===== config.mk =====
export PLATFORM = sky130hd
export DESIGN_NAME = doodle_sprite_renderer_flat
export DESIGN_NICKNAME = d
export VERILOG_FILES = /design/src/rtl/doodle_pkg.sv /design/src/rtl/doodle_sprite_renderer_if.sv /design/src/rtl/doodle_sprite_rom.sv /design/src/rtl/doodle_sprite_renderer.sv /design/src/flat_wrapper.sv
export SDC_FILE = /design/constraint.sdc
export NUM_CORES = 1
export LEC_CHECK = 0
export BUFFER_PORTS_ARGS = -buffer_cell sky130_fd_sc_hd__buf_4
export CELL_PAD_IN_SITES_DETAIL_PLACEMENT = 0
export CELL_PAD_IN_SITES_GLOBAL_PLACEMENT = 1
export CORE_AREA = 2 2 79 96
export CTS_BUF_LIST = sky130_fd_sc_hd__clkbuf_8
export CTS_CLUSTER_SIZE = 40
export DETAILED_ROUTE_END_ITERATION = 7
export DIE_AREA = 0 0 81 98
export PLACE_DENSITY_LB_ADDON = 0.2
export RECOVER_POWER = 100
export SLEW_MARGIN = 0
export SYNTH_ARGS = -nofsm -noshare
export SYNTH_HDL_FRONTEND = slang
export SYNTH_SLANG_ARGS = --single-unit

===== constraint.sdc =====
create_clock -name Clk -period 6.7 [get_ports Clk]
set_input_delay 0.67 -clock Clk [delete_from_list [all_inputs] [get_ports Clk]]
set_output_delay 0.67 -clock Clk [all_outputs]
set_load 0.01 [all_outputs]

===== src/rtl/doodle_pkg.sv =====
// Shared constants, types and sprite image for the doodle sprite renderer.
// The sprite image is held here as a 100-entry table of 4-bit palette indices.
package doodle_pkg;

  localparam int SPRITE_W = 10;
  localparam int SPRITE_H = 10;
  localparam int SPRITE_N = SPRITE_W * SPRITE_H;

  localparam logic [7:0] KEY_LEFT  = 8'h04;
  localparam logic [7:0] KEY_RIGHT = 8'h07;

  localparam logic [1:0] EDGE_RISE = 2'b01;
  localparam logic [1:0] EDGE_FALL = 2'b10;

  typedef logic [3:0] pal_idx_t;
  typedef logic [6:0] rom_addr_t;

  // One hex digit per pixel, one 10-digit group per sprite row, row 0 first; index 0 is transparent.
  localparam logic [SPRITE_N*4-1:0] SPRITE_BITS = {
    40'h0A55555501,
    40'h0555555550,
    40'h5577557755,
    40'h55772C7755,
    40'h5555955555,
    40'h5588888855,
    40'h0555555550,
    40'h0055555500,
    40'h0050050050,
    40'h0B000000B0
  };

  function automatic pal_idx_t sprite_entry(input rom_addr_t a);
    pal_idx_t p;
    if (int'(a) < SPRITE_N) begin
      p = SPRITE_BITS[(SPRITE_N - 1 - int'(a)) * 4 +: 4];
    end else begin
      p = 4'd0;
    end
    return p;
  endfunction

endpackage


===== src/rtl/doodle_sprite_renderer_if.sv =====
// Pixel-stream bundle between the VGA timing side and the sprite renderer.
interface doodle_sprite_renderer_if;
  import doodle_pkg::*;

  logic [9:0] DrawX;
  logic [9:0] DrawY;
  logic [1:0] frame_clk_edge;
  logic       doodle_on;
  pal_idx_t   doodle_idx;

  modport master (
    output DrawX,
    output DrawY,
    input  frame_clk_edge,
    input  doodle_on,
    input  doodle_idx
  );

  modport slave (
    input  DrawX,
    input  DrawY,
    output frame_clk_edge,
    output doodle_on,
    output doodle_idx
  );

endinterface


===== src/rtl/doodle_sprite_rom.sv =====
// 100 x 4-bit sprite ROM with a registered read port.
module doodle_sprite_rom
  import doodle_pkg::*;
(
  input  logic      Clk,
  input  rom_addr_t addr,
  output pal_idx_t  pix
);

  pal_idx_t pix_r;

  // Registered ROM read; consumers gate the result with their own valid bit.
  always_ff @(posedge Clk) begin
    pix_r <= sprite_entry(addr);
  end

  assign pix = pix_r;

endmodule


===== src/rtl/doodle_sprite_renderer.sv =====
// Latches doodle position/facing once per frame at the vsync falling edge and renders
// the 10x10 sprite as a palette index plus opaque flag, two cycles after DrawX/DrawY.
module doodle_sprite_renderer
  import doodle_pkg::*;
#(
  parameter logic [9:0] SIZE_X      = 10'd10,
  parameter logic [9:0] SIZE_Y      = 10'd10,
  parameter int         SCALE_SHIFT = 1,
  parameter logic [9:0] RST_X       = 10'd155,
  parameter logic [9:0] RST_Y       = 10'd160
) (
  input  logic                     Clk,
  input  logic                     Reset,
  input  logic                     vga_vs,
  input  logic [7:0]               keycode,
  input  logic [9:0]               Doodle_X_in,
  input  logic [9:0]               Doodle_Y_in,
  doodle_sprite_renderer_if.slave  pix
);

  logic       vs_q0_r;
  logic       vs_q1_r;
  logic [1:0] edge_s;
  logic [9:0] shadow_x_r;
  logic [9:0] shadow_y_r;
  logic       facing_left_r;

  logic [10:0] gx_s;
  logic [10:0] gy_s;
  logic [10:0] sx_s;
  logic [10:0] sy_s;
  logic        in_box_s;
  logic [3:0]  rel_x_s;
  logic [3:0]  rel_y_s;
  logic [3:0]  col_s;
  rom_addr_t   addr_s;

  rom_addr_t   addr_r;
  logic        v1_r;
  logic        v2_r;
  pal_idx_t    rom_pix_s;

  assign edge_s = {vs_q1_r, vs_q0_r};

  // Vsync edge sampler plus per-frame shadow of position and facing.
  always_ff @(posedge Clk) begin
    if (Reset) begin
      vs_q0_r       <= 1'b0;
      vs_q1_r       <= 1'b0;
      shadow_x_r    <= RST_X;
      shadow_y_r    <= RST_Y;
      facing_left_r <= 1'b0;
    end else begin
      vs_q0_r <= vga_vs;
      vs_q1_r <= vs_q0_r;
      if (edge_s == EDGE_FALL) begin
        shadow_x_r <= Doodle_X_in;
        shadow_y_r <= Doodle_Y_in;
        case (keycode)
          KEY_LEFT:  facing_left_r <= 1'b1;
          KEY_RIGHT: facing_left_r <= 1'b0;
          default:   facing_left_r <= facing_left_r;
        endcase
      end
    end
  end

  // Stage 0: screen pixel to game pixel, box test at 11 bits so shadow + size never wraps.
  always_comb begin
    gx_s     = {1'b0, pix.DrawX >> SCALE_SHIFT};
    gy_s     = {1'b0, pix.DrawY >> SCALE_SHIFT};
    sx_s     = {1'b0, shadow_x_r};
    sy_s     = {1'b0, shadow_y_r};
    in_box_s = (gx_s >= sx_s) && (gx_s < sx_s + {1'b0, SIZE_X}) &&
               (gy_s >= sy_s) && (gy_s < sy_s + {1'b0, SIZE_Y});
    // Offsets are below 16 inside the box, so the low nibble of the difference is exact.
    rel_x_s  = gx_s[3:0] - sx_s[3:0];
    rel_y_s  = gy_s[3:0] - sy_s[3:0];
    col_s    = rel_x_s;
    if (facing_left_r) begin
      col_s = SIZE_X[3:0] - 4'd1 - rel_x_s;
    end else begin
      col_s = rel_x_s;
    end
    addr_s = 7'd0;
    if (in_box_s) begin
      addr_s = {3'b000, rel_y_s} * SIZE_X[6:0] + {3'b000, col_s};
    end else begin
      addr_s = 7'd0;
    end
  end

  // Address register and valid pipe aligned with the ROM read.
  always_ff @(posedge Clk) begin
    if (Reset) begin
      addr_r <= 7'd0;
      v1_r   <= 1'b0;
      v2_r   <= 1'b0;
    end else begin
      addr_r <= addr_s;
      v1_r   <= in_box_s;
      v2_r   <= v1_r;
    end
  end

  doodle_sprite_rom u_rom (
    .Clk  (Clk),
    .addr (addr_r),
    .pix  (rom_pix_s)
  );

  assign pix.frame_clk_edge = edge_s;
  assign pix.doodle_on      = v2_r && (rom_pix_s != 4'd0);
  assign pix.doodle_idx     = (v2_r && (rom_pix_s != 4'd0)) ? rom_pix_s : 4'd0;

endmodule

===== src/flat_wrapper.sv =====
// flat-port wrapper written by rule: the top's interface ports become plain ports
module doodle_sprite_renderer_flat import doodle_pkg::*;
#(
  parameter logic [9:0] SIZE_X      = 10'd10,
  parameter logic [9:0] SIZE_Y      = 10'd10,
  parameter int         SCALE_SHIFT = 1,
  parameter logic [9:0] RST_X       = 10'd155,
  parameter logic [9:0] RST_Y       = 10'd160
)
  (Clk, Reset, vga_vs, keycode, Doodle_X_in, Doodle_Y_in, pix_DrawX, pix_DrawY, pix_frame_clk_edge, pix_doodle_on, pix_doodle_idx);
  doodle_sprite_renderer_if pix_i ();
  input  logic Clk;
  input  logic Reset;
  input  logic vga_vs;
  input  logic [7:0] keycode;
  input  logic [9:0] Doodle_X_in;
  input  logic [9:0] Doodle_Y_in;
  input wire logic [$bits(pix_i.DrawX)-1:0] pix_DrawX;
  input wire logic [$bits(pix_i.DrawY)-1:0] pix_DrawY;
  output wire logic [$bits(pix_i.frame_clk_edge)-1:0] pix_frame_clk_edge;
  output wire logic [$bits(pix_i.doodle_on)-1:0] pix_doodle_on;
  output wire logic [$bits(pix_i.doodle_idx)-1:0] pix_doodle_idx;
  assign pix_i.DrawX = pix_DrawX;
  assign pix_i.DrawY = pix_DrawY;
  assign pix_frame_clk_edge = pix_i.frame_clk_edge;
  assign pix_doodle_on = pix_i.doodle_on;
  assign pix_doodle_idx = pix_i.doodle_idx;
  doodle_sprite_renderer #(.SIZE_X(SIZE_X), .SIZE_Y(SIZE_Y), .SCALE_SHIFT(SCALE_SHIFT), .RST_X(RST_X), .RST_Y(RST_Y)) u_core (.Clk(Clk), .Reset(Reset), .vga_vs(vga_vs), .keycode(keycode), .Doodle_X_in(Doodle_X_in), .Doodle_Y_in(Doodle_Y_in), .pix(pix_i));
endmodule

==> impl_results.md, run 1 <==
- Final WL: between 7 and 8 mm
- CTS buffer count: 5
- Power Dens Cells: 164 nW/µm²
- Final min period: 3.52 ns
- Final Slew Violations: 0
- Post-synth top area share: between 20% and 30%
- Pint: about 0.43 mW
- Area post-placement: around 3700 µm²
- Root buf cell: clkbuf_8
- Core Rows: 34
- Routed vias: 2829
- Mean Syn Cell Area: around 8.4 µm²
- First-pass GRT wire length: 12.3 mm
- Yosys top cell by area: dfxtp_1
- P_leak: 1.58 nW
- Largest net degree at the start of global routing: 27
- Fmax: 284 MHz
- Pwr Total: about 0.6 mW
- Sequential Power Share: about two fifths
- WS Path Type: in -> reg
- Relative max-transition margin: ~22%
- Sw Ratio: a little under a third
- H-tree levels: 2
- Clk pwr share: 30.5%
- Synth unique cells: 65
- Crit-path max FO: 3
- Post-route ant nets: 0
- Core area: ~7100 µm²
- Cts-stage hold buffer count: 0
- CP required: about 6.8 ns
- Initial Util: between 40% and 50%
- Crit path launch type: input port
- Gr usage total: between 10% and 20%
- Layout Skew: 0.00670 ns
- Yosys reg bits: 36
- Endpoint type of the worst setup path: flop
- Total die area: between 7000 and 8000 µm²
- Final hold violation count: 0
- Max-Cap Viols: 0
- GRT met3 Usage: under 10%
- Finished Core Util: 53.0%
- Post-synth EDFFs: 0
- Design area: ~3700 µm²
- M1 GR Usage: between 20% and 30%
- Vias/cell: 5.41
- ANT cells: 0
- Gr ovfl total: 0
- Logic pwr share: a little under a third
- Max rail drop VDD: between 0.0001 and 0.00015 V
- Area Growth Syn to Fin: 16.2%
- Synth async-reset ratio: 0%
- Setup TNS: 0 ns
- Most used routing layer: met2
- Initial antenna violation count: 0
- Synth Area in Compound Gates: 22.1%
- Post-Syn Nets: roughly 480
- Reg clk slew, reported paths: ~0.07 ns
- Simple-Gate Fraction of Synth Area: between 10% and 20%
- Syn Inst Count: between 300 and 400
- Slew of the pin with the lowest slew margin: between 1 and 1.5 ns
- Post-CTS setup buffer count: 0
- DRT Pass-1 Iters: 4
- Drt drc: 0
- Post-synthesis sequential area ratio: between 20% and 30%
- Adder-Cell Fraction of Synth Area: between 10% and 20%
- CTS tree: built
- Post-synthesis mux area share: 1.01%
- Largest family of logic cells by synthesized area: compound AO/OA/AOI/OAI gates
- Ranking of synthesized cells by area: dfxtp_1, ha_1, xnor2_1
- Main synth FF type: dfxtp_1
- Clk Latency, worst-skew pair: 0.29 ns
- Routed wire length per instance: 14.1 µm
- Buffers on Ports: 55
- Hold crit path type: reg -> reg
- Post-Syn Area: ~3200 µm²
- Vias in the first global route: 2780
- DR iter-0 viols: 84
- Net Sw Power: 0.185 mW
- # IOs: between 50 and 60
- Worst EP arrival: about 3.7 ns
- Final setup viols: 0
- Post_cts resized: 0
- Hpwl dp: ~5.9 mm
- Post-Synth XOR/XNOR Area: a little under a tenth
- Worst Reg-to-Reg Cells: 14
- Status: finished clean
- Sink Count: 36
- Layout cell share with drive strength beyond 1: ~16%
- GP Congestion: between 0.8 and 0.9
- GR Util met2: between 30% and 40%
- Die span in y: slightly below 100 µm
- Clk buf depth: 2
- Final net count: approximately 530
- Die X: a little over 80 µm
- FILL cells: 724
- Synth warnings: 0
- RSZ-0062 raised after global routing: false
- Hold depth: 2
- Fin crit share: 52.5%
==> per-stage QoR <==
step                      cells  setup WS [ns]  hold WS, ns
after floorplan             384           3.28        0.414
after CTS                   523           3.18        0.460
after global routing        523           2.86        0.500
after global placement      515           2.95        0.442
after detailed placement    515           2.89        0.448
final                       523           3.18        0.458
==> sequential cells by signal, summed over array words and instances, names as in the netlist <==
| register | cells |
|---|---|
| u_core.shadow_x_r | 10 |
| u_core.shadow_y_r | 10 |
| u_core.addr_r | 7 |
| u_core.u_rom.pix | 4 |
| u_core.facing_left_r | 1 |
| u_core.v1_r | 1 |
| u_core.v2_r | 1 |
| u_core.vs_q0_r | 1 |
| u_core.vs_q1_r | 1 |
==> kinds of logic (layout without fill, tap and decap cells) <==
group                    after synthesis  count (layout)
AND/OR/NAND/NOR                      112             112
AO/OA/AOI/OAI                        101             101
multiplexers                           3               3
XOR/XNOR                              31              31
adder cells (fa/ha/maj)               48              48
buffers and inverters                 53             102
flip-flops                            36              36
==> power groups by stage <==
| stage | clock network (mW) | logic [mW] | registers, mW |
|---|---|---|---|
| final | 0.187 | 0.192 | 0.234 |
| after global routing | 0.202 | 0.218 | 0.235 |
| after CTS | 0.194 | 0.196 | 0.233 |
| after detailed placement | 0 | 0.194 | 0.238 |
| after global placement | 0 | 0.190 | 0.238 |
| after floorplan | 0 | 0.143 | 0.234 |
==> cell usage in the layout (no fill, tap or decap), drive strengths merged, types with 6 or more instances in the layout <==
| cell | netlist | routed |
|---|---|---|
| o21ai | 16 | 16 |
| nor4 | 9 | 9 |
| nand3b | 6 | 6 |
| nor2b | 8 | 8 |
| a211o | 7 | 7 |
| xnor2 | 20 | 20 |
| xor2 | 10 | 10 |
| clkbuf | 6 | 13 |
| nand2 | 41 | 41 |
| a21oi | 31 | 31 |
| inv | 38 | 39 |
| ha | 44 | 44 |
| buf | 9 | 48 |
| dfxtp | 36 | 36 |
| nor2 | 15 | 15 |
| nor3 | 10 | 10 |
==> path summary, 6_finish.rpt <==
check | to | slack (ns) | start
worst min register to register | u_core.shadow_x_r[8]$_SDFFE_PP0P_ | 0.46 | u_core.shadow_x_r[8]$_SDFFE_PP0P_
worst min-delay path | u_core.shadow_x_r[8]$_SDFFE_PP0P_ | 0.46 | u_core.shadow_x_r[8]$_SDFFE_PP0P_
worst max register to register | u_core.addr_r[6]$_SDFF_PP0_ | 3.18 | u_core.shadow_y_r[1]$_SDFFE_PP0P_
worst max-delay path | u_core.addr_r[6]$_SDFF_PP0_ | 3.18 | pix_DrawY[2]
==> worst max-delay path, stage by stage <==
cell	delay, ns
buf_4	0.13
ha_1	0.32
a21o_1	0.19
a21oi_1	0.27
xnor2_1	0.17
ha_1	0.26
ha_1	0.20
inv_1	0.06
fa_1	0.45
nand3b_1	0.17
o21ai_0	0.23
xnor2_1	0.16
xnor3_1	0.22
nor4b_1	0.15
==> synthesized netlist by cell type (4+ instances only) <==
master,count
nor4_1,8
ha_1,44
fa_1,4
a21oi_1,31
xor2_1,9
a21o_1,4
nor2_1,15
o22ai_1,4
a211o_1,7
nand4_1,4
clkbuf_1,6
dfxtp_1,36
nand2_1,41
xnor2_1,19
nand3b_1,6
buf_2,4
nor3_1,8
nand2b_1,4
inv_1,38
and2_1,4
o21ai_0,14
nor2b_1,8
==> cell type report <==
cell class                 instances  area [µm²]  area share, %
multi-input combinational        295        2260           60.5
sequential                        36         721           19.3
timing repair buffer              56         394           10.5
inverter                          38         143           3.81
tap                               90         113           3.01
clock buffer                       5        68.8           1.84
clock inverter                     3        38.8           1.04
==> metal layers <==
| metal | routed length, µm | share of wire, % |
|---|---|---|
| met1 | 3100 | 42 |
| met3 | 287 | 3.9 |
| met5 | 0 | 0 |
| met2 | 3780 | 51 |
| met4 | 186 | 2.5 |
Note: power is estimated with default switching activity, not from simulation.
==> run 2: changes to the inputs <==
Settings changed: CORE_AREA 2 2 79 96 to 2 2 83 100, DIE_AREA 0 0 81 98 to 0 0 85 102.
Clock period 6.7 ns to 3.4 ns, I/O delays scaled along.
==> impl_results.md, run 2 (same netlist as run 1, synthesis figures left out) <==
- Post_cts resized: 0 (unchanged)
- Vias in the first global route: 2834 (was 2780)
- Core area: 7660 µm² (was 7060 µm²)
- Fmax: between 300 and 400 MHz
- # IOs: 58 (unchanged)
- Finished Core Util: 49.2% (was 53.0%)
- Layout cell share with drive strength beyond 1: 16.7% (was 15.7%)
- Die X: 85 µm (was 81 µm)
- CTS buffer count: 5 (unchanged)
- WS Path Type: reg -> reg (was in -> reg)
- Clk buf depth: 2 (unchanged)
- Gr usage total: 17.7% (was 19.5%)
- Register Area: 721 µm² (unchanged)
- Gr ovfl total: 0 (unchanged)
- Power Dens Cells: 307 nW/µm² (was 164 nW/µm²)
- Initial antenna violation count: 0 (unchanged)
- Endpoint type of the worst setup path: flop (unchanged)
- First-pass GRT wire length: 12.5 mm (was 12.3 mm)
- Max stage delay on crit path: 0.45 ns (about the same)
- DRT Pass-1 Iters: 4 (unchanged)
- Final WL: 7.33 mm (was 7.35 mm)
- Clk Latency, worst-skew pair: 0.28 ns (was 0.29 ns)
- FILL cells: 757 (was 724)
- Post-route ant nets: 0 (unchanged)
- DR top layer: met4 (unchanged)
- Max rail drop VDD: 0.000164 V (was 0.000104 V)
- Commonest non-fill, non-tap cell in the layout: buf_4 (unchanged)
- Area Growth Syn to Fin: 17.0% (was 16.2%)
- Post-CTS setup buffer count: 0 (unchanged)
- CP bufs+invs: 2 (unchanged)
- Hold crit path type: in -> reg (was reg -> reg)
- WL met3: 208 µm (was 287 µm)
- Cell at the slowest stage of the critical path: fa_1 (unchanged)
- Relative max-transition margin: 21.3% (was 22.1%)
- GP Congestion: 0.906 (was 0.853)
- Final hold violation count: 0 (unchanged)
- WP depth: 14 (unchanged)
- Drt drc: 0 (unchanged)
- Hold depth: 2 (unchanged)
- H-tree levels: 2 (unchanged)
- WL met2: 3.68 mm (was 3.78 mm)
- Routed vias: 2858 (was 2829)
- Slew of the pin with the lowest slew margin: 1.18 ns (was 1.17 ns)
- Buffers on Ports: 55 (unchanged)
- Largest registers: u_core.shadow_x_r: 10 flops, u_core.shadow_y_r: 10 flops, u_core.addr_r: 7 flops (unchanged)
- Initial Util: 42.0% (was 45.6%)
- P_leak: 1.60 nW (was 1.58 nW)
- Most frequent cells in the layout: buf_4, ha_1, nand2_1 (unchanged)
- Core Rows: 35 (was 34)
- Final net count: 536 (was 531)
- Pwr Total: 1.16 mW (was 0.613 mW)
- Met1 wire length: 3.23 mm (was 3.10 mm)
- Fin crit share: 92.8%
- Fin Hold WS: 0.252 ns (was 0.458 ns)
- DR iter-0 viols: 82 (was 84)
- Reg clk slew, reported paths: 0.07 ns (about the same)
- Die span in y: 102 µm (was 98 µm)
- Largest net degree at the start of global routing: 27 (unchanged)
- Routed wire length per instance: 13.8 µm (was 14.1 µm)
- DP Cell Count: 522 (was 515)
- CTS tree: built (unchanged)
- ANT cells: 0 (unchanged)
- Worst EP arrival: 3.30 ns (was 3.66 ns)
- Delay-heaviest family, CP: adder cells (unchanged)
- Root buf cell: clkbuf_8 (unchanged)
- Setup TNS: 0 ns (unchanged)
- Status: finished clean (unchanged)
- Cells along the critical path: inv_1 > ha_1 > a21o_1 > a21oi_2 > xnor2_1 > ha_1 > ha_1 > inv_1 > fa_1 > nand3b_1 > o21ai_2 > xnor2_1 > xnor3_1 > nor4b_1 (was buf_4 > ha_1 > a21o_1 > a21oi_1 > xnor2_1 > ha_1 > ha_1 > inv_1 > fa_1 > nand3b_1 > o21ai_0 > xnor2_1 > xnor3_1 > nor4b_1)
- Multi-input gate area: 2270 µm² (was 2260 µm²)
- Max-Cap Viols: 0 (unchanged)
- Total die area: 8670 µm² (was 7940 µm²)
- Sink Count: 36 (unchanged)
- Vias/cell: 5.39 (was 5.41)
- Worst Reg-to-Reg Cells: 14 (unchanged)
- RSZ-0062 raised after global routing: false (unchanged)
- Post-route insts no fill: 530 (was 523)
- Final Slew Violations: 0 (unchanged)
- Cts-stage hold buffer count: 0 (unchanged)
- Final min period: 3.16 ns
- CP required: 3.55 ns (was 6.84 ns)
- Layout Skew: 0.00212 ns (was 0.00670 ns)
- Most frequent CP cell: ha_1 (unchanged)
- Final setup viols: 0 (unchanged)
- Crit-path max FO: 3 (unchanged)
- Crit path launch type: flop (was input port)
- Hpwl dp: 5.89 mm (was 5.90 mm)
run 2: metrics by stage:
step | worst slack (ns) | area [µm²]
after floorplan | 0.209 | 3220
after global placement | 0.104 | 3710
after detailed placement | 0.0617 | 3710
after CTS | 0.126 | 3800
after global routing | 0.0155 | 3770
final | 0.245 | 3770
run 2: final timing paths:
| kind | start | to | slack [ns] |
|---|---|---|---|
| setup / recovery | u_core.shadow_y_r[1]$_SDFFE_PP0P_ | u_core.addr_r[6]$_SDFF_PP0_ | 0.24 |
| hold / removal | Doodle_Y_in[7] | u_core.shadow_y_r[7]$_SDFFE_PP1P_ | 0.25 |
| setup reg to reg | u_core.shadow_y_r[1]$_SDFFE_PP0P_ | u_core.addr_r[6]$_SDFF_PP0_ | 0.24 |
| hold reg to reg | u_core.v1_r$_SDFF_PP0_ | u_core.v2_r$_SDFF_PP0_ | 0.44 |
run 2: power breakdown:
group | internal [mW] | switching (mW)
logic | 0.192 | 0.194
registers | 0.441 | 0.0176
clock network | 0.159 | 0.152
run 2: cell type report:
class / instances / area share (%)
repair buffers: 61 / 11.4
multi-input cells: 295 / 60.3
flip-flops and latches: 36 / 19.1
well taps: 92 / 3.05
clock inverters: 2 / 0.199
inverters: 38 / 3.78
clock buffers: 6 / 2.19
run 2: layer usage:
metal,vias up,global-route usage (%)
met3,22,2.26
li1,1477,-
met5,-,0
met2,56,32.0
met4,0,8.06
met1,1303,20.9
